File: config.mk
export PLATFORM = sky130hd
export DESIGN_NAME = jpeg_zz_quantizer_flat
export DESIGN_NICKNAME = d
export VERILOG_FILES = /design/src/rtl/jpeg_zz_quantizer_if.sv /design/src/rtl/jpeg_zz_quantizer.sv /design/src/flat_wrapper.sv
export SDC_FILE = /design/constraint.sdc
export NUM_CORES = 2
export LEC_CHECK = 0
export BUFFER_PORTS_ARGS = -buffer_cell sky130_fd_sc_hd__buf_2
export CORE_MARGIN = 5
export CORE_UTILIZATION = 60
export DETAILED_ROUTE_END_ITERATION = 16
export PLACE_DENSITY = 0.77
export SLEW_MARGIN = 25
export SYNTH_ARGS = -nofsm -noshare
export SYNTH_HDL_FRONTEND = slang
export SYNTH_SLANG_ARGS = --single-unit
export TNS_END_PERCENT = 1
File: constraint.sdc
create_clock -name clk -period 11.85 [get_ports clk]
set_input_delay 2.37 -clock clk [delete_from_list [all_inputs] [get_ports clk]]
set_output_delay 2.37 -clock clk [all_outputs]
set_load 0.02 [all_outputs]
File: src/rtl/jpeg_zz_quantizer_if.sv
// jpeg_zz_quantizer_if
// Bundles the coefficient stream, the reciprocal-table write port and the
// quantized output stream of the zigzag quantizer.
//   ena        : clock enable, freezes the whole pipeline when low
//   din        : zigzag-ordered signed coefficient (two's complement)
//   din_valid  : din is accepted on an enabled cycle
//   din_first  : marks zigzag index 0 of a block
//   qt_we      : reciprocal table write strobe (ignores ena)
//   qt_addr    : table write address (zigzag index)
//   qt_data    : reciprocal value, round(2^RW / Q)
//   dout       : quantized signed coefficient (two's complement)
//   dout_valid : dout is valid
//   dout_first : dout is zigzag index 0
//   dout_last  : dout is zigzag index 63
//   blk_err    : one-cycle pulse when a block start arrives mid-block
// master drives the stream and table port, slave is the quantizer.
interface jpeg_zz_quantizer_if #(
    parameter int DW = 12,
    parameter int RW = 16,
    parameter int OW = 11
);
    logic          ena;
    logic [DW-1:0] din;
    logic          din_valid;
    logic          din_first;
    logic          qt_we;
    logic [5:0]    qt_addr;
    logic [RW-1:0] qt_data;
    logic [OW-1:0] dout;
    logic          dout_valid;
    logic          dout_first;
    logic          dout_last;
    logic          blk_err;

    modport master (
        output ena, din, din_valid, din_first, qt_we, qt_addr, qt_data,
        input  dout, dout_valid, dout_first, dout_last, blk_err
    );

    modport slave (
        input  ena, din, din_valid, din_first, qt_we, qt_addr, qt_data,
        output dout, dout_valid, dout_first, dout_last, blk_err
    );
endinterface

File: src/rtl/jpeg_zz_quantizer.sv
// jpeg_zz_quantizer
// Quantizes zigzag-ordered DCT coefficients by multiplying each magnitude
// with a per-position reciprocal, rounding half away from zero, clamping
// symmetrically to +/-(2^(OW-1)-1) and restoring the sign. Three enabled
// cycles of latency, one coefficient per enabled cycle, no backpressure.
// Ports:
//   clk : rising-edge clock
//   rst : synchronous active-high reset (table contents are kept)
//   bus : slave side of jpeg_zz_quantizer_if (stream in/out, table port)
module jpeg_zz_quantizer #(
    parameter int DW = 12,
    parameter int RW = 16,
    parameter int OW = 11
) (
    input logic                 clk,
    input logic                 rst,
    jpeg_zz_quantizer_if.slave  bus
);
    localparam int PW = DW + RW;
    localparam logic [OW-1:0] QMAX = {1'b0, {(OW-1){1'b1}}};
    localparam logic [PW:0]   HALF = {{(PW-RW+1){1'b0}}, 1'b1, {(RW-1){1'b0}}};

    logic [RW-1:0] qt_mem [64];

    logic [5:0]    idx_cnt;
    logic [5:0]    in_idx;
    logic [DW-1:0] in_mag;

    logic          s1_valid;
    logic          s1_sign;
    logic [DW-1:0] s1_mag;
    logic          s1_first;
    logic          s1_last;
    logic          s1_err;
    logic [RW-1:0] s1_recip;

    logic          s2_valid;
    logic          s2_sign;
    logic [PW-1:0] s2_prod;
    logic          s2_first;
    logic          s2_last;

    logic [DW:0]   q_mag;
    logic [OW-1:0] q_clamped;
    logic [OW-1:0] q_signed;

    logic [OW-1:0] dout_r;
    logic          dout_valid_r;
    logic          dout_first_r;
    logic          dout_last_r;

    // A block start forces index 0 regardless of where the counter is.
    assign in_idx = bus.din_first ? 6'd0 : idx_cnt;

    // Magnitude is kept unsigned so the most negative input (-2^(DW-1))
    // maps to 2^(DW-1) without overflowing.
    assign in_mag = bus.din[DW-1] ? (~bus.din + 1'b1) : bus.din;

    // Reciprocal table write port. It runs off qt_we alone so software can
    // load the table while the pipeline is stalled or held in reset.
    always_ff @(posedge clk) begin
        if (bus.qt_we) begin
            qt_mem[bus.qt_addr] <= bus.qt_data;
        end
    end

    // Stage 1: index tracking, sign/magnitude split and the synchronous
    // table read. The resync flag lives here and drives blk_err directly,
    // so the pulse appears one cycle after the offending block start.
    always_ff @(posedge clk) begin
        if (rst) begin
            idx_cnt  <= 6'd0;
            s1_valid <= 1'b0;
            s1_sign  <= 1'b0;
            s1_mag   <= '0;
            s1_first <= 1'b0;
            s1_last  <= 1'b0;
            s1_err   <= 1'b0;
            s1_recip <= '0;
        end else if (bus.ena) begin
            s1_valid <= bus.din_valid;
            s1_sign  <= bus.din[DW-1];
            s1_mag   <= in_mag;
            s1_first <= bus.din_valid & (in_idx == 6'd0);
            s1_last  <= bus.din_valid & (in_idx == 6'd63);
            s1_err   <= bus.din_valid & bus.din_first & (idx_cnt != 6'd0);
            s1_recip <= qt_mem[in_idx];
            if (bus.din_valid) begin
                idx_cnt <= in_idx + 6'd1;
            end
        end
    end

    // Stage 2: full-width unsigned product of magnitude and reciprocal.
    always_ff @(posedge clk) begin
        if (rst) begin
            s2_valid <= 1'b0;
            s2_sign  <= 1'b0;
            s2_prod  <= '0;
            s2_first <= 1'b0;
            s2_last  <= 1'b0;
        end else if (bus.ena) begin
            s2_valid <= s1_valid;
            s2_sign  <= s1_sign;
            s2_prod  <= {{RW{1'b0}}, s1_mag} * {{DW{1'b0}}, s1_recip};
            s2_first <= s1_first;
            s2_last  <= s1_last;
        end
    end

    // Rounding on the magnitude gives round-half-away-from-zero once the
    // sign is reapplied. The clamp is symmetric, and a zero result never
    // gets negated so there is no negative zero.
    always_comb begin
        q_mag     = (DW+1)'(({1'b0, s2_prod} + HALF) >> RW);
        q_clamped = (q_mag > {{(DW+1-OW){1'b0}}, QMAX}) ? QMAX : q_mag[OW-1:0];
        q_signed  = (s2_sign && (q_clamped != '0)) ? (~q_clamped + 1'b1) : q_clamped;
    end

    // Stage 3: registered outputs. dout only updates on a valid result so
    // it holds its last value across gaps.
    always_ff @(posedge clk) begin
        if (rst) begin
            dout_r       <= '0;
            dout_valid_r <= 1'b0;
            dout_first_r <= 1'b0;
            dout_last_r  <= 1'b0;
        end else if (bus.ena) begin
            dout_valid_r <= s2_valid;
            dout_first_r <= s2_valid & s2_first;
            dout_last_r  <= s2_valid & s2_last;
            if (s2_valid) begin
                dout_r <= q_signed;
            end
        end
    end

    assign bus.dout       = dout_r;
    assign bus.dout_valid = dout_valid_r;
    assign bus.dout_first = dout_first_r;
    assign bus.dout_last  = dout_last_r;
    assign bus.blk_err    = s1_err;

endmodule

File: src/flat_wrapper.sv
// flat-port wrapper written by rule: the top's interface ports become plain ports
module jpeg_zz_quantizer_flat 
#(
    parameter int DW = 12,
    parameter int RW = 16,
    parameter int OW = 11
)
  (clk, rst, bus_ena, bus_din, bus_din_valid, bus_din_first, bus_qt_we, bus_qt_addr, bus_qt_data, bus_dout, bus_dout_valid, bus_dout_first, bus_dout_last, bus_blk_err);
  jpeg_zz_quantizer_if #(.DW(DW), .RW(RW), .OW(OW)) bus_i ();
  input logic clk;
  input logic rst;
  input wire logic [$bits(bus_i.ena)-1:0] bus_ena;
  input wire logic [$bits(bus_i.din)-1:0] bus_din;
  input wire logic [$bits(bus_i.din_valid)-1:0] bus_din_valid;
  input wire logic [$bits(bus_i.din_first)-1:0] bus_din_first;
  input wire logic [$bits(bus_i.qt_we)-1:0] bus_qt_we;
  input wire logic [$bits(bus_i.qt_addr)-1:0] bus_qt_addr;
  input wire logic [$bits(bus_i.qt_data)-1:0] bus_qt_data;
  output wire logic [$bits(bus_i.dout)-1:0] bus_dout;
  output wire logic [$bits(bus_i.dout_valid)-1:0] bus_dout_valid;
  output wire logic [$bits(bus_i.dout_first)-1:0] bus_dout_first;
  output wire logic [$bits(bus_i.dout_last)-1:0] bus_dout_last;
  output wire logic [$bits(bus_i.blk_err)-1:0] bus_blk_err;
  assign bus_i.ena = bus_ena;
  assign bus_i.din = bus_din;
  assign bus_i.din_valid = bus_din_valid;
  assign bus_i.din_first = bus_din_first;
  assign bus_i.qt_we = bus_qt_we;
  assign bus_i.qt_addr = bus_qt_addr;
  assign bus_i.qt_data = bus_qt_data;
  assign bus_dout = bus_i.dout;
  assign bus_dout_valid = bus_i.dout_valid;
  assign bus_dout_first = bus_i.dout_first;
  assign bus_dout_last = bus_i.dout_last;
  assign bus_blk_err = bus_i.blk_err;
  jpeg_zz_quantizer #(.DW(DW), .RW(RW), .OW(OW)) u_core (.clk(clk), .rst(rst), .bus(bus_i));
endmodule
==> flow_summary.json <==
{
  "status": "finished, final reports clean",
  "hold_class": "reg -> reg",
  "fin_worst_skew_ns": 0.03301,
  "ys_types": 71,
  "seqCellArea_sq_um": 32160,
  "synth_edf_count": 1024,
  "syn_area_sq_um": 49670,
  "num_rows": 105,
  "htree_levels": 3,
  "cts_setup_buffers": 0,
  "avgSynthCellArea_sq_um": 13.22,
  "vdd_drop_max_mv": 0.1318,
  "stdcell_area_sq_um": 54510,
  "drc": 0,
  "worst_pin_slew_ns": 1.069,
  "finalPower_mw": 8.234,
  "finalSetupViolCount": 0,
  "groute.usage.overall_pct": 28.63,
  "crit_type": "reg -> reg",
  "finalNetCount": 4014,
  "critPathLaunchType": "flop",
  "core-area_sq_um": 82110,
  "combPwrFrac_pct": 7.4,
  "most-common-layout-cells": "edfxtp_1, nand2_1, mux2i_1",
  "die_h_microns": 297.7,
  "insertion_delay_ns": 0.68,
  "grt_pass1_wl_microns": 193200,
  "start_util_pct": 60.49,
  "io_pins": 55,
  "overflow": 0,
  "crit_chain": "nand2_1 -> fa_1 -> fa_1 -> inv_1 -> fa_1 -> fa_1 -> inv_1 -> fa_1 -> inv_1 -> ha_1 -> a21o_1 -> a21o_1 -> a21o_1 -> a22oi_1 -> o21ai_0 -> o21a_1 -> o31ai_1",
  "cp-end-kind": "flop",
  "switching_share_pct": 22.94,
  "clkPwrFrac_pct": 40.2,
  "power.switching_mw": 1.889,
  "cpPeakStageDelay_ns": 0.81,
  "p_leak_nw": 19.03,
  "cap_violations": 0,
  "fillers": 5671,
  "worst-path-buf-inv": 3,
  "drive_above_1_share_pct": 8.782,
  "fin_crit_sh_pct": 49.20,
  "place_area_sq_um": 51070,
  "gp_congestion": 0.8793,
  "layout_min_cycle_time_ns": 5.830,
  "hpwl_microns": 75940,
  "power.internal_mw": 6.345,
  "area_delta_synth_final_pct": 9.759,
  "multi_input_area_sq_um": 15890,
  "p_per_area_nw_per_um2": 151.0,
  "cts.path.max_buffers": 3,
  "vias_per_cell": 6.464,
  "cts_resized": 0,
  "final_common_cell": "edfxtp_1",
  "yosysWarnings": 0,
  "die_w_microns": 297.7,
  "yosysSeqAreaShare_pct": 64.73,
  "dr.pass1.iters": 6,
  "clk_pin_slew_ns": 0.06,
  "grt_max_degree": 149,
  "finalHoldViolCount": 0,
  "cp_data_arrival_time_ns": 6.42,
  "finalMaxSlewViolations": 0,
  "final_util_pct": 66.39,
  "seq_power_share_pct": 52.4,
  "syn_inst": 3758,
  "cts-root-buf": "clkbuf_16",
  "cts.sinks": 1094,
  "slowest_stage": "dfxtp_1",
  "syn-num-nets": 4004,
  "grt_pass1_vias": 31000,
  "fmax_mhz": 171.5,
  "grt_antenna_before_repair": 7,
  "vias": 31890,
  "cts_tree": "built",
  "ys.flop_type": "edfxtp_1",
  "worstPathMaxFanout": 17,
  "tns_ns": 0,
  "totalWireLength_microns": 129100,
  "io_buffers": 54,
  "die_area_sq_um": 88630,
  "grt_setup_unrepaired": "no",
  "cts_hold_buf": 0,
  "slew_headroom_pct": 27.96,
  "synth_seq_cells": 1094,
  "final_antenna_net_count": 0,
  "drt_iter0_drc": 4701,
  "numCtsBuffers": 107,
  "synthArstFlopShare_pct": 0,
  "cpLargestDelayFamily": "adder cells",
  "r2r_setup_slack_ns": 6.02,
  "required_ns": 12.44,
  "whs_ns": 0.4591,
  "cpMostUsedCell": "fa_1",
  "avgRoutedWirePerCell_microns": 26.16
}
[power by group through the flow]
stage                     Combinational [mW]  Clock [mW]  Sequential [mW]
after global routing                   0.675        3.50             4.32
after detailed placement               0.603           0             4.39
after CTS                              0.608        3.32             4.31
after global placement                 0.588           0             4.39
after floorplan                        0.414           0             4.36
final                                  0.612        3.31             4.31
[layer usage]
layer | part of all wire, % | up-vias | GRT usage [%]
met5 | 0.032 | - | 0
met4 | 4.4 | 6 | 11.76
met3 | 11 | 312 | 6.153
met2 | 47 | 2038 | 45.57
met1 | 38 | 15760 | 38.99
li1 | - | 13780 | -
[worst register-to-register path, stage by stage (launching register included)]
cell and delay, ns:
dfxtp_1 0.81, nand2_1 0.18, fa_1 0.56, fa_1 0.54, inv_1 0.06, fa_1 0.49, fa_1 0.49, inv_1 0.05
fa_1 0.48, inv_1 0.05, ha_1 0.31, a21o_1 0.21, a21o_1 0.17, a21o_1 0.21, a22oi_1 0.43, o21ai_0 0.26
o21a_1 0.25, o31ai_1 0.21
[cell usage after synthesis, types with 16 or more instances]
cell | count | share of area [%]
o211ai_1 | 19 | 0.29
o2111ai_1 | 19 | 0.34
nand2_1 | 570 | 4.3
ha_1 | 67 | 1.7
nor2_1 | 169 | 1.3
fa_1 | 139 | 5.6
a31oi_1 | 35 | 0.44
o21bai_1 | 19 | 0.29
mux2i_1 | 237 | 4.8
clkbuf_1 | 155 | 1.2
xnor2_1 | 16 | 0.28
edfxtp_1 | 1024 | 62
a21o_1 | 75 | 1.1
o21ai_0 | 74 | 0.75
o311ai_0 | 17 | 0.30
a41oi_1 | 18 | 0.32
dfxtp_1 | 70 | 2.8
and2_1 | 69 | 0.87
a221o_1 | 31 | 0.62
buf_2 | 72 | 0.73
inv_1 | 184 | 1.4
nor2b_1 | 39 | 0.49
a32o_1 | 30 | 0.60
nand3_1 | 189 | 1.9
a21oi_1 | 155 | 1.6
a221oi_1 | 49 | 0.86
a211oi_1 | 64 | 0.97
[sequential cells by signal, indices dropped and copies added (netlist names), 6 cells and up]
register	flops
u_core.s1_recip	16
u_core.s2_prod	13
u_core.s1_mag	12
u_core.qt_mem	1024
u_core.bus.dout	11
u_core.idx_cnt	6
[stage by stage]
stage          setup WS [ns]  instances
6_report               6.020       4934
3_3_place_gp           5.617       4729
3_5_place_dp           5.562       4729
4_1_cts                6.061       4930
5_1_grt                5.757       4932
2_1_floorplan          6.520       3758
[final timing paths]
path / depth (start not counted) / startpoint / to
max: 17 / u_core.s1_mag[3]$_SDFFE_PP0P_ / u_core.s2_prod[23]$_SDFFE_PP0P_
min: 2 / u_core.bus.blk_err$_SDFFE_PP0P_ / u_core.bus.blk_err$_SDFFE_PP0P_
min reg2reg: 2 / u_core.bus.blk_err$_SDFFE_PP0P_ / u_core.bus.blk_err$_SDFFE_PP0P_
max reg2reg: 17 / u_core.s1_mag[3]$_SDFFE_PP0P_ / u_core.s2_prod[23]$_SDFFE_PP0P_
[cell type report]
type / instances / share of cell area [%]
Multi-Input combinational cell: 2228 / 29.15
Clock buffer: 155 / 5.375
Timing Repair Buffer: 150 / 1.841
Clock inverter: 46 / 0.8699
Inverter: 187 / 1.297
Antenna cell: 4 / 0.01836
Sequential cell: 1094 / 59.00
Tap cell: 1070 / 2.456
[logic make-up after synthesis]
kind of cell	synth area share, %
AND/OR/NAND/NOR	9.742
flip-flops	64.73
AO/OA/AOI/OAI	9.253
buffers and inverters	3.582
multiplexers	4.822
adder cells (fa/ha/maj)	7.290
XOR/XNOR	0.5794
Power figures use the tool's default switching activity.
